## src/rtl/search_pkg.sv

```systemverilog
// Shared types and constants for the pattern-search datapath.
// The log_state_t encoding is exported on the log_state pin, so keep it fixed.
package search_pkg;

    localparam int IDX_W_DEF = 8;

    typedef enum logic [1:0] {
        IDLE  = 2'd0,
        LOG   = 2'd1,
        DRAIN = 2'd2,
        DONE  = 2'd3
    } log_state_t;

endpackage

```

## src/rtl/match_fifo.sv

```systemverilog
// Small FIFO holding match positions: it has a clear, and the head entry is
// presented combinationally from registered storage.
module match_fifo #(
    parameter int W     = 8,
    parameter int DEPTH = 8,
    localparam int AW   = $clog2(DEPTH)
) (
    input  logic          clk,
    input  logic          rst,
    input  logic          clear_i,
    input  logic          push_i,
    input  logic          pop_i,
    input  logic [W-1:0]  wdata_i,
    output logic          full_o,
    output logic          empty_o,
    output logic [W-1:0]  head_o,
    output logic [AW:0]   count_o
);

    localparam logic [AW:0] FULL_CNT = (AW+1)'(DEPTH);

    logic [W-1:0]  mem_q [DEPTH];
    logic [AW-1:0] wr_ptr_q, wr_ptr_d;
    logic [AW-1:0] rd_ptr_q, rd_ptr_d;
    logic [AW:0]   cnt_q, cnt_d;
    logic          do_push;
    logic          do_pop;

    assign full_o  = (cnt_q == FULL_CNT);
    assign empty_o = (cnt_q == '0);
    assign head_o  = mem_q[rd_ptr_q];
    assign count_o = cnt_q;

    assign do_push = push_i && !full_o && !clear_i;
    assign do_pop  = pop_i && !empty_o && !clear_i;

    always_comb begin
        wr_ptr_d = wr_ptr_q;
        rd_ptr_d = rd_ptr_q;
        cnt_d    = cnt_q;
        if (clear_i) begin
            wr_ptr_d = '0;
            rd_ptr_d = '0;
            cnt_d    = '0;
        end else begin
            if (do_push) begin
                wr_ptr_d = wr_ptr_q + 1'b1;
            end
            if (do_pop) begin
                rd_ptr_d = rd_ptr_q + 1'b1;
            end
            case ({do_push, do_pop})
                2'b10:   cnt_d = cnt_q + 1'b1;
                2'b01:   cnt_d = cnt_q - 1'b1;
                default: cnt_d = cnt_q;
            endcase
        end
    end

    always_ff @(posedge clk or negedge rst) begin
        if (!rst) begin
            wr_ptr_q <= '0;
            rd_ptr_q <= '0;
            cnt_q    <= '0;
        end else begin
            wr_ptr_q <= wr_ptr_d;
            rd_ptr_q <= rd_ptr_d;
            cnt_q    <= cnt_d;
        end
    end

    // Storage is reset so rd_pos reads 0 straight out of reset; clear leaves it alone.
    always_ff @(posedge clk or negedge rst) begin
        if (!rst) begin
            for (int i = 0; i < DEPTH; i++) begin
                mem_q[i] <= '0;
            end
        end else if (do_push) begin
            mem_q[wr_ptr_q] <= wdata_i;
        end
    end

endmodule

```

## src/rtl/match_logger.sv

```systemverilog
// Match logger: records match positions during a search, counts matches (saturating),
// then drains the stored positions over a valid/ready handshake.
//
// state | meaning
// IDLE  | waiting for first start after reset
// LOG   | search running, match positions are captured
// DRAIN | search over, stored positions handed out one per transfer
// DONE  | buffer empty, done held until next start
module match_logger
    import search_pkg::*;
#(
    parameter int IDX_W = IDX_W_DEF,
    parameter int DEPTH = 8,
    parameter int CNT_W = 8
) (
    input  logic             clk,
    input  logic             rst,
    input  logic             start,
    input  logic             match_valid,
    input  logic [IDX_W-1:0] match_pos,
    input  logic             search_done,
    input  logic             rd_ready,
    output logic             rd_valid,
    output logic [IDX_W-1:0] rd_pos,
    output logic [CNT_W-1:0] match_count,
    output logic             overflow,
    output logic             done,
    output logic [1:0]       log_state
);

    localparam int          AW      = $clog2(DEPTH);
    localparam logic [CNT_W-1:0] CNT_MAX = '1;

    log_state_t       state_q, state_d;
    logic [CNT_W-1:0] cnt_q, cnt_d;
    logic             ovf_q, ovf_d;

    logic             fifo_push;
    logic             fifo_pop;
    logic             fifo_full;
    logic             fifo_empty;
    logic [AW:0]      fifo_count;
    logic             log_match;

    match_fifo #(
        .W     (IDX_W),
        .DEPTH (DEPTH)
    ) u_fifo (
        .clk     (clk),
        .rst     (rst),
        .clear_i (start),
        .push_i  (fifo_push),
        .pop_i   (fifo_pop),
        .wdata_i (match_pos),
        .full_o  (fifo_full),
        .empty_o (fifo_empty),
        .head_o  (rd_pos),
        .count_o (fifo_count)
    );

    assign log_match = (state_q == LOG) && match_valid;

    always_comb begin
        state_d   = state_q;
        fifo_push = 1'b0;
        fifo_pop  = 1'b0;
        rd_valid  = 1'b0;
        done      = 1'b0;
        case (state_q)
            IDLE: begin
                if (start) state_d = LOG;
            end
            LOG: begin
                fifo_push = match_valid && !fifo_full;
                if (search_done) state_d = DRAIN;
            end
            DRAIN: begin
                rd_valid = !fifo_empty;
                fifo_pop = rd_valid && rd_ready;
                // Leave as soon as the last entry goes, so done rises the cycle after.
                if (fifo_empty || (fifo_pop && fifo_count == (AW+1)'(1))) begin
                    state_d = DONE;
                end
            end
            DONE: begin
                done = 1'b1;
            end
            default: state_d = IDLE;
        endcase
        if (start) begin
            state_d   = LOG;
            fifo_push = 1'b0;
            fifo_pop  = 1'b0;
        end
    end

    always_comb begin
        cnt_d = cnt_q;
        ovf_d = ovf_q;
        if (start) begin
            cnt_d = '0;
            ovf_d = 1'b0;
        end else if (log_match) begin
            if (cnt_q != CNT_MAX) cnt_d = cnt_q + 1'b1;
            if (fifo_full) ovf_d = 1'b1;
        end
    end

    always_ff @(posedge clk or negedge rst) begin
        if (!rst) begin
            state_q <= IDLE;
            cnt_q   <= '0;
            ovf_q   <= 1'b0;
        end else begin
            state_q <= state_d;
            cnt_q   <= cnt_d;
            ovf_q   <= ovf_d;
        end
    end

    assign match_count = cnt_q;
    assign overflow    = ovf_q;
    assign log_state   = state_q;

endmodule

```

## config.mk

```make
export PLATFORM = sky130hd
export DESIGN_NAME = match_logger
export DESIGN_NICKNAME = d
export VERILOG_FILES = /design/src/rtl/search_pkg.sv /design/src/rtl/match_fifo.sv /design/src/rtl/match_logger.sv
export SDC_FILE = /design/constraint.sdc
export NUM_CORES = 1
export LEC_CHECK = 0
export BUFFER_PORTS_ARGS = -buffer_cell sky130_fd_sc_hd__buf_4
export CELL_PAD_IN_SITES_DETAIL_PLACEMENT = 1
export CELL_PAD_IN_SITES_GLOBAL_PLACEMENT = 1
export CORE_ASPECT_RATIO = 1.2
export CORE_UTILIZATION = 40
export DETAILED_ROUTE_END_ITERATION = 10
export PLACE_DENSITY_LB_ADDON = 0.1
export SLEW_MARGIN = 20
export SYNTH_ARGS = -nofsm -noshare
export SYNTH_HDL_FRONTEND = slang
export SYNTH_SLANG_ARGS = --single-unit
```

## constraint.sdc

```tcl
create_clock -name clk -period 6.04 [get_ports clk]
set_input_delay 0.604 -clock clk [delete_from_list [all_inputs] [get_ports clk]]
set_output_delay 0.604 -clock clk [all_outputs]
set_load 0.05 [all_outputs]
```

==> results.ini, run 1 <==
[outcome]
status=finished clean

[sta]
final.setup.tns_ps=0
rsz0062_at_grt=false
fin_crit_sh_pct=45.6
slew_headroom_pct=40.1
setup_viol=0
final.setup_skew_ps=8.24
max_freq_ghz=0.363
finalMaxSlewViolations=0
holdWs_ps=114
fin_crit_ps=2760
max_slew.worst_pin.slew_ps=898
hold_violations=0

[drt]
drc=0
drtIter0Drc=74
ant_nets=0
drt_wl_total_um=8730
firstDrtPassIters=4
dr_total_vias=2464
drt-vias-per-instance=5.42
avgRoutedWirePerCell_um=19.2

[clock_tree]
cts_max_path_buffers=2
cts.sinks=85
cts_inserted_buffers=9
hold_buffers=0
clock_latency_ps=340
cts_resized=0
tritoncts=built
cts_setup_buffers=0
path_clk_slew_ps=60
cts_root_buf=clkbuf_16
htree_levels=3

[finish]
drive_above_1_share_pct=46.8
utilization_pct=47.9
nets=344
areaGrowthSynthToFinish_pct=16.4
final_area_um2=4790
final_cell_count_no_fill=455
antennaDiodeCount=0
seqCellArea_um2=2130
multi_input_area_um2=1920
fill_cells=1032

[place]
placed_area_um2=4490
port_buffers=34
dp_hpwl_um=5590
dp_cells=439
gp_congestion=0.727

[floorplan]
initial_core_util_pct=41.1
core-area_um2=10000
rows=40
die_h_um=113
die_w_um=94.6
io_pins=35
dieArea_um2=10700

[global_route]
met1_usage_pct=24.8
first_global_vias=2610
grt_antenna_before_repair=0
grtUsageMet3_pct=2.96
top_usage_layer=met2
grt_use_met2_pct=30.0
grt_pass1_wl_um=14500
grt_use_total_pct=18.6
grt_max_degree=71
overflow=0

[synth]
async_flop_share_pct=100
avgSynthCellArea_um2=14.3
netlist_area_um2=4120
synth-seq-area-share_pct=51.7
yosys_warnings=0
synth_cells=288
synthesis.nets=308
synth-seq-cells=85
synth_flop_cell=dfrtp_1
ys_types=46
synth_edf_count=0

[worst_setup_path]
cp_max_fo=18
end_kind=primary output
critical-path-max-stage-delay_ps=760
cp_slowest_cell=dfrtp_2
crit_type=reg -> out
worstPathArrival_ps=2150
crit_path_cell_trace=mux4_2 -> mux2_2 -> buf_4
worstPathRequired_ps=5440
worst_setup_path_start_kind=flop

[run]
cap_violations=0

[power_and_ir_drop]
p_leak_nw=2.22
ir_drop_mv=0.113
power_density_nw_per_um2=314

[min_path]
worstHoldPathType=in -> async

-- state kept, by name (all words and copies together), names as in the netlist --
name,cells
log_state,2
match_count,8
overflow,1
u_fifo.count_o,4
u_fifo.mem_q,64
u_fifo.rd_ptr_q,3
u_fifo.wr_ptr_q,3
-- stage by stage --
| stage | worst slack [ps] | total power, mW |
|---|---|---|
| global route | 3160 | 1.57 |
| global placement | 3270 | 0.947 |
| CTS | 2850 | 1.53 |
| detailed placement | 3230 | 0.954 |
| floorplan | 3640 | 0.868 |
| finish | 3280 | 1.50 |
-- placed cells by master (no fill, tap or decap), drive strengths merged, types with 3 or more instances in the layout --
cell type	Yosys	final
ha	6	6
xor2	5	5
nand4	3	3
xnor2	3	3
dfrtp	85	85
nand2	14	14
mux4	16	16
mux2i	3	3
nor2b	4	4
buf	7	35
clkbuf	3	13
a21oi	8	8
nand3	7	7
inv	4	4
and3b	3	3
nor2	17	17
mux2	75	75
-- synthesized netlist by cell type, types with 2 or more instances --
master	number	share of area, %
nor2_1	17	1.6
mux2i_1	3	0.73
nand2_2	6	0.91
nand3_1	6	0.73
nor3_1	2	0.24
clkbuf_1	2	0.18
ha_1	6	1.8
o21ai_0	2	0.24
buf_1	3	0.27
and3_1	2	0.30
xor2_1	5	1.1
nand2_1	8	0.73
buf_2	3	0.36
mux2_4	8	2.9
mux4_2	16	8.8
nand4_1	3	0.46
mux2_2	67	18
xnor2_1	3	0.64
dfrtp_1	85	52
a21oi_1	8	0.97
and3b_1	2	0.43
nor2b_1	4	0.61
inv_1	4	0.36
-- path summary, 6_finish.rpt --
path | cells past startpoint | slack (ps) | end | startpoint
min reg2reg | 1 | 500 | u_fifo.mem_q[45] | u_fifo.mem_q[45]
min | 1 | 110 | u_fifo.mem_q[18] | rst
max | 3 | 3280 | rd_pos[0] | u_fifo.rd_ptr_q[0]
min in group clk | 1 | 500 | u_fifo.mem_q[45] | u_fifo.mem_q[45]
max in group asynchronous | 2 | 4730 | u_fifo.rd_ptr_q[0] | rst
max reg2reg | 6 | 3500 | u_fifo.mem_q[7] | u_fifo.count_o[0]
-- cell families (layout without fill, tap and decap cells) --
kind of cell | Yosys count | in the layout | synth area share (%)
muxes | 94 | 94 | 30.7
DFF | 85 | 85 | 51.7
and+or+nand+nor | 63 | 63 | 9.67
AOI/OAI and AO/OA | 18 | 18 | 2.80
buffers and inverters | 14 | 55 | 1.58
xor gates and xnor gates | 8 | 8 | 1.70
adders and majority gates | 6 | 6 | 1.82
-- final cells by class --
class	instances	share of cell area, %
repair buffers	35	5.48
clock buffers	13	5.43
inverters	4	0.313
multi-input cells	189	40.1
well taps	126	3.29
flip-flops and latches	85	44.4
clock inverters	3	0.914
-- routing by layer --
| metal | wire (um) | share of wire, % | up-vias |
|---|---|---|---|
| met2 | 4310 | 49 | 31 |
| li1 | - | - | 1140 |
| met3 | 237 | 2.7 | 11 |
| met5 | 0 | 0 | - |
| met1 | 4070 | 47 | 1282 |
| met4 | 114 | 1.3 | 0 |
-- worst max-delay path, delay by kind of cell (launching register included) --
| kind | cells | cell delay, ps |
|---|---|---|
| muxes | 2 | 870 |
| buffers and inverters | 1 | 190 |
| DFF | 1 | 760 |
-- power breakdown --
group | total, mW | internal, mW | leakage, nW | switching (mW)
clock | 0.562 | 0.343 | 0.150 | 0.218
combinational | 0.273 | 0.124 | 0.920 | 0.149
sequential | 0.669 | 0.631 | 1.14 | 0.0379
Power figures use the tool's default switching activity.
==> run 2: changes to the inputs <==
==> constraint.sdc (replaced) <==
create_clock -name clk -period 2.85 [get_ports clk]
set_input_delay 0.285 -clock clk [delete_from_list [all_inputs] [get_ports clk]]
set_output_delay 0.285 -clock clk [all_outputs]
set_load 0.05 [all_outputs]
==> results.ini, run 2 (synthesized netlist as in run 1, its figures left out) <==
[outcome]
violations=hold timing
status=finished, violations left  ; was finished clean

[global_route]
grt_pass1_wl_um=14900  ; was 14500 um
grt_use_total_pct=18.9  ; was 18.6%
grt_max_degree=86  ; was 71
overflow=0  ; unchanged
grt_antenna_before_repair=0  ; unchanged
first_global_vias=2772  ; was 2610

[power_and_ir_drop]
ir_drop_mv=0.311  ; was 0.113 mV
p_leak_nw=2.25  ; was 2.22 nW
p_total_mw=3.42  ; was 1.50 mW
power_density_nw_per_um2=704  ; was 314 nW/um^2

[floorplan]
rows=40  ; unchanged
initial_core_util_pct=41.1  ; unchanged
die_h_um=113  ; unchanged
io_pins=35  ; unchanged
dieArea_um2=10700  ; unchanged
core-area_um2=10000  ; unchanged
die_w_um=94.6  ; unchanged

[clock_tree]
cts.sinks=85  ; unchanged
path_clk_slew_ps=60  ; about the same
tritoncts=built  ; unchanged
cts_setup_buffers=0  ; unchanged
cts_max_path_buffers=2  ; unchanged
htree_levels=3  ; unchanged
cts_inserted_buffers=9  ; unchanged
hold_buffers=0  ; unchanged
cts_resized=0  ; unchanged
clock_latency_ps=330  ; was 340 ps
cts_root_buf=clkbuf_16  ; unchanged

[drt]
dr_total_vias=2520  ; was 2464
drc=0  ; unchanged
drtIter0Drc=43  ; was 74
drt_wl_total_um=8900  ; was 8730 um
avgRoutedWirePerCell_um=19.5  ; was 19.2 um
ant_nets=0  ; unchanged
drt-vias-per-instance=5.53  ; was 5.42
firstDrtPassIters=4  ; unchanged

[sta]
holdWs_ps=-0.956  ; was 114 ps
max_slew.worst_pin.slew_ps=791  ; was 898 ps
setup_viol=0  ; unchanged
fin_crit_sh_pct=85.7
fin_crit_ps=2440
max_freq_ghz=0.410
slew_headroom_pct=47.3  ; was 40.1%
final.setup.tns_ps=0  ; unchanged
hold_violations=3  ; was 0
finalMaxSlewViolations=0  ; unchanged
final.setup_skew_ps=2.26  ; was 8.24 ps
rsz0062_at_grt=false  ; unchanged

[run]
cap_violations=0  ; unchanged

[worst_setup_path]
ff2ff_path_depth=6  ; unchanged
worst_setup_path_start_kind=flop  ; unchanged
regToRegSetupSlack_ps=410  ; was 3500 ps
r2r_end=u_fifo.mem_q[1]  ; was u_fifo.mem_q[7]
reg2reg_from=u_fifo.count_o[0]  ; unchanged
worstPathRequired_ps=3070  ; was 5440 ps
end_kind=flop  ; was primary output
cp_max_fo=8  ; was 18
worstPathArrival_ps=2660  ; was 2150 ps
crit_type=reg -> reg  ; was reg -> out

[finish]
nets=345  ; was 344
top_register=u_fifo.mem_q  ; unchanged
areaGrowthSynthToFinish_pct=18.1  ; was 16.4%
antennaDiodeCount=0  ; unchanged
final_common_cell=dfrtp_1  ; unchanged
drive_above_1_share_pct=47.0  ; was 46.8%
largest_reg_flops=64  ; unchanged
layout_common_cells=dfrtp_1, mux2_2, buf_4, nor2_1, mux4_2  ; unchanged
utilization_pct=48.6  ; was 47.9%

[place]
dp_hpwl_um=5690  ; was 5590 um
port_buffers=34  ; unchanged
gp_congestion=0.715  ; was 0.727

[min_path]
worstHoldPathType=in -> async  ; unchanged

## run 2: through the flow
step                hold WS, ps  instances  area (um^2)  worst slack, ps
global placement            482        440         4490              530
CTS                         199        456         4860              391
global route               63.7        456         4860              274
detailed placement          488        440         4490              405
finish                   -0.956        456         4860              408
floorplan                 -10.6        288         4120              772
## run 2: report_power, final
part           leakage, nW  switching [mW]  internal (mW)
clock                0.177           0.479          0.947
sequential            1.15          0.0752           1.34
combinational        0.928           0.321          0.263
total                 2.25           0.875           2.55
## run 2: worst max path at each step
stage,end,start,cells after the start,slack [ps]
after floorplan,rd_pos[0],u_fifo.rd_ptr_q[0],4,770
after detailed placement,u_fifo.mem_q[2],u_fifo.count_o[0],6,400
final,u_fifo.mem_q[1],u_fifo.count_o[0],6,410
after global routing,u_fifo.mem_q[1],u_fifo.count_o[0],6,270
after CTS,u_fifo.mem_q[1],u_fifo.count_o[0],6,390
after global placement,u_fifo.mem_q[3],u_fifo.count_o[0],6,530
## run 2: metal layers
layer,GRT usage (%),part of all wire (%),vias to the layer above
met5,0,0,-
met4,6.06,1.0,0
met3,4.10,2.2,9
met2,30.5,51,33
met1,25.3,46,1342
li1,-,-,1136
## run 2: cell type report
| cell class | count | area, um^2 |
|---|---|---|
| multi-input combinational | 189 | 1920 |
| inverter | 4 | 15.0 |
| tap | 126 | 158 |
| timing repair buffer | 36 | 274 |
| fill | 1021 | 5150 |
| sequential | 85 | 2130 |
| clock inverter | 6 | 134 |
| clock buffer | 10 | 229 |
## run 2: critical path, cell delays in order (launching register included)
cell     delay (ps)
dfrtp_1         460
inv_1            70
ha_1            240
and3b_4         230
nor4b_4         380
and3_1          590
mux2_4          350
==> run 3: changes to the inputs <==
--- a/config.mk
+++ b/config.mk
@@ -9,10 +9,11 @@
 export CELL_PAD_IN_SITES_DETAIL_PLACEMENT = 1
 export CELL_PAD_IN_SITES_GLOBAL_PLACEMENT = 1
 export CORE_ASPECT_RATIO = 1.2
-export CORE_UTILIZATION = 40
+export CORE_UTILIZATION = 50
 export DETAILED_ROUTE_END_ITERATION = 10
 export PLACE_DENSITY_LB_ADDON = 0.1
 export SLEW_MARGIN = 20
 export SYNTH_ARGS = -nofsm -noshare
 export SYNTH_HDL_FRONTEND = slang
+export SYNTH_HIERARCHICAL = 1
 export SYNTH_SLANG_ARGS = --single-unit
==> constraint.sdc (replaced) <==
create_clock -name clk -period 2.85 [get_ports clk]
set_input_delay 0.285 -clock clk [delete_from_list [all_inputs] [get_ports clk]]
set_output_delay 0.285 -clock clk [all_outputs]
set_load 0.01 [all_outputs]
==> results.ini, run 3 <==
[drt]
firstDrtPassIters=4  ; unchanged
avgRoutedWirePerCell_um=19.6  ; was 19.5 um
drt-vias-per-instance=5.66  ; was 5.53
ant_nets=0  ; unchanged
drt-met1-wl_um=4090  ; was 4060 um
drt_wl_total_um=9230  ; was 8900 um
wl_met2_um=4800  ; was 4540 um
drtIter0Drc=96  ; was 43
highest_layer=met4  ; unchanged
wl_met3_um=222  ; was 199 um
dr_total_vias=2661  ; was 2520
drc=0  ; unchanged

[floorplan]
dieArea_um2=8820  ; was 10700 um^2
io_pins=35  ; unchanged
core-area_um2=8150  ; was 10000 um^2
rows=36  ; was 40
die_h_um=103  ; was 113 um
initial_core_util_pct=51.8  ; was 41.1%
die_w_um=85.9  ; was 94.6 um

[power_and_ir_drop]
p_leak_nw=2.42  ; was 2.25 nW
ir_drop_mv=0.249  ; was 0.311 mV
p_clk_share_pct=34.7  ; was 41.7%
power.switching_mw=0.614  ; was 0.875 mW
power.internal_mw=1.92  ; was 2.55 mW
seq_power_share_pct=52.0  ; was 41.3%
p_comb_share_pct=13.4  ; was 17.1%
p_total_mw=2.54  ; was 3.42 mW
p_sw_share_pct=24.2  ; was 25.6%
power_density_nw_per_um2=511  ; was 704 nW/um^2

[finish]
fill_cells=796  ; was 1021
layout_common_cells=dfrtp_1, mux2_2, buf_4, nor2_1, mux4_2  ; unchanged
nets=371  ; was 345
largest_reg_flops=64  ; unchanged
top_register=u_fifo/mem_q  ; was u_fifo.mem_q
drive_above_1_share_pct=50.3  ; was 47.0%
areaGrowthSynthToFinish_pct=17.7  ; was 18.1%
utilization_pct=61.0  ; was 48.6%
final_area_um2=4970  ; was 4860 um^2
final_common_cell=dfrtp_1  ; unchanged
final_cell_count_no_fill=470  ; was 456
antennaDiodeCount=0  ; unchanged

[worst_setup_path]
regToRegSetupSlack_ps=40  ; was 410 ps
critical-path-max-stage-delay_ps=510  ; was 590 ps
crit_path_cell_trace=nor4_4 -> nor2_1 -> and2_1 -> and3b_2 -> o41ai_2 -> a21oi_2 -> nor2b_4 -> ha_1 -> nand3_2 -> nand2_2 -> or4b_4 -> o311ai_2  ; was inv_1 -> ha_1 -> and3b_4 -> nor4b_4 -> and3_1 -> mux2_4
crit_path_start=u_fifo/count_o[2]  ; was u_fifo.count_o[0]
cp_slowest_cell=or4b_4  ; was and3_1
worstPathRequired_ps=3100  ; was 3070 ps
worst_setup_path_start_kind=flop  ; unchanged
r2r_end=u_fifo/count_o[3]  ; was u_fifo.mem_q[1]
cp_max_fo=5  ; was 8
end_kind=flop  ; unchanged
reg2reg_from=u_fifo/count_o[2]  ; was u_fifo.count_o[0]
worstPathArrival_ps=3060  ; was 2660 ps
crit_type=reg -> reg  ; unchanged
ff2ff_path_depth=12  ; was 6
worstSetupEndpoint=u_fifo/count_o[3]  ; was u_fifo.mem_q[1]

[synth]
yosys_warnings=6  ; was 0
avgSynthCellArea_um2=14.0  ; was 14.3 um^2
synth_edf_count=0  ; unchanged
synth-seq-area-share_pct=50.4  ; was 51.7%
synthesis.nets=321  ; was 308
yosys-top-cells-count=dfrtp_1, mux2_2, nor2_1  ; unchanged
async_flop_share_pct=100  ; unchanged
synthXorXnorAreaFrac_pct=1.45  ; was 1.70%
yosysMostFrequentCell=dfrtp_1  ; unchanged
synth-adder-area-share_pct=1.95  ; was 1.82%
synth_top_family_by_area=multiplexers  ; unchanged
synth_compound_area_share_pct=4.15  ; was 2.80%
ys_types=49  ; was 46
synth_cells=301  ; was 288
ys_top_cells_by_area=dfrtp_1, mux2_2, mux4_2  ; unchanged
synth_area_leader_cell=dfrtp_1  ; unchanged
synth-seq-cells=85  ; unchanged
netlist_area_um2=4220  ; was 4120 um^2
synthSimpleGateAreaFrac_pct=10.0  ; was 9.67%
muxShareOfSynthArea_pct=29.9  ; was 30.7%
yosysTopAreaCellShare_pct=50.4  ; was 51.7%
synth_flop_cell=dfrtp_1  ; unchanged

[clock_tree]
path_clk_slew_ps=80  ; was 60 ps
tritoncts=built  ; unchanged
cts.sinks=85  ; unchanged
htree_levels=3  ; unchanged
clock_latency_ps=360  ; was 330 ps
cts_max_path_buffers=2  ; unchanged
cts_inserted_buffers=9  ; unchanged
cts_root_buf=clkbuf_8  ; was clkbuf_16

[sta]
max_freq_ghz=0.356  ; was 0.410 GHz
finalMaxSlewViolations=0  ; unchanged
max_slew.worst_pin.slew_ps=660  ; was 791 ps
setup_viol=0  ; unchanged
setup_slack_ps=41.4  ; was 408 ps
final.setup_skew_ps=10.9  ; was 2.26 ps
hold_violations=0  ; was 3
fin_crit_ps=2810  ; was 2440 ps
final.setup.tns_ps=0  ; unchanged
holdWs_ps=144  ; was -0.956 ps
fin_crit_sh_pct=98.5  ; was 85.7%
slew_headroom_pct=56.0  ; was 47.3%

[place]
gp_congestion=0.735  ; was 0.715
dp_cells=447  ; was 440
placed_area_um2=4650  ; was 4490 um^2
port_buffers=34  ; unchanged
dp_hpwl_um=5910  ; was 5690 um
dp_worst_setup_slack_ps=10.0  ; was 405 ps

[global_route]
overflow=0  ; unchanged
first_global_vias=2784  ; was 2772
grt_antenna_before_repair=0  ; unchanged
grt_use_total_pct=22.0  ; was 18.9%
grt_pass1_wl_um=14300  ; was 14900 um
grt_max_degree=51  ; was 86

[outcome]
status=finished clean  ; was finished, violations left

[run]
cap_violations=0  ; unchanged

[min_path]
hp-start=start
worstHoldPathType=in -> reg  ; was in -> async

==> run 3: cell type report <==
class	count	area (um^2)	area share [%]
sequential	85	2130	42.9
multi-input combinational	199	2080	41.9
timing repair buffer	53	400	8.06
clock buffer	13	159	3.20
tap	114	143	2.87
clock inverter	3	43.8	0.881
inverter	3	11.3	0.227
==> run 3: timing repair <==
item	in CTS	in global routing
endpoints found under the hold margin	48	0
hold buffers	1	0
pin swaps	0	4
endpoints found under the setup margin	1	1
buffers inserted	0	6
resized for setup	1	13
==> run 3: kinds of logic (layout without fill, tap and decap cells) <==
logic type,Yosys count,after routing
fa+ha+maj,6,6
simple gates,68,68
buf+inv,17,72
xor+xnor,7,7
flops,85,85
mux,94,94
compound gates,24,24
==> run 3: power by group through the flow <==
stage	sequential (mW)	combinational (mW)	clock (mW)
4_1_cts	1.32	0.343	0.908
6_report	1.32	0.339	0.880
2_1_floorplan	1.33	0.200	0
3_5_place_dp	1.34	0.339	0
5_1_grt	1.33	0.368	0.941
3_3_place_gp	1.34	0.332	0
==> run 3: worst min path at each step <==
stage	endpoint	slack (ps)	depth (start not counted)
final	u_fifo/wr_ptr_q[0]	140	2
after global routing	u_fifo/wr_ptr_q[0]	150	2
after CTS	u_fifo/wr_ptr_q[0]	130	2
after detailed placement	u_fifo/mem_q[6]	370	1
after global placement	u_fifo/mem_q[6]	360	1
after floorplan	log_state[0]	-10	0
==> run 3: critical path: cells and delay by family, from the launching register on <==
| family | cells | cell delay (ps) |
|---|---|---|
| AOI/OAI and AO/OA | 3 | 260 |
| adders and majority gates | 1 | 300 |
| DFF | 1 | 460 |
| and+or+nand+nor | 8 | 1690 |
==> run 3: per-layer routing <==
| metal | GRT usage (%) | vias up |
|---|---|---|
| met5 | 0 | - |
| met4 | 8.33 | 0 |
| met3 | 3.76 | 10 |
| met2 | 37.4 | 35 |
| met1 | 28.4 | 1410 |
| li1 | - | 1206 |
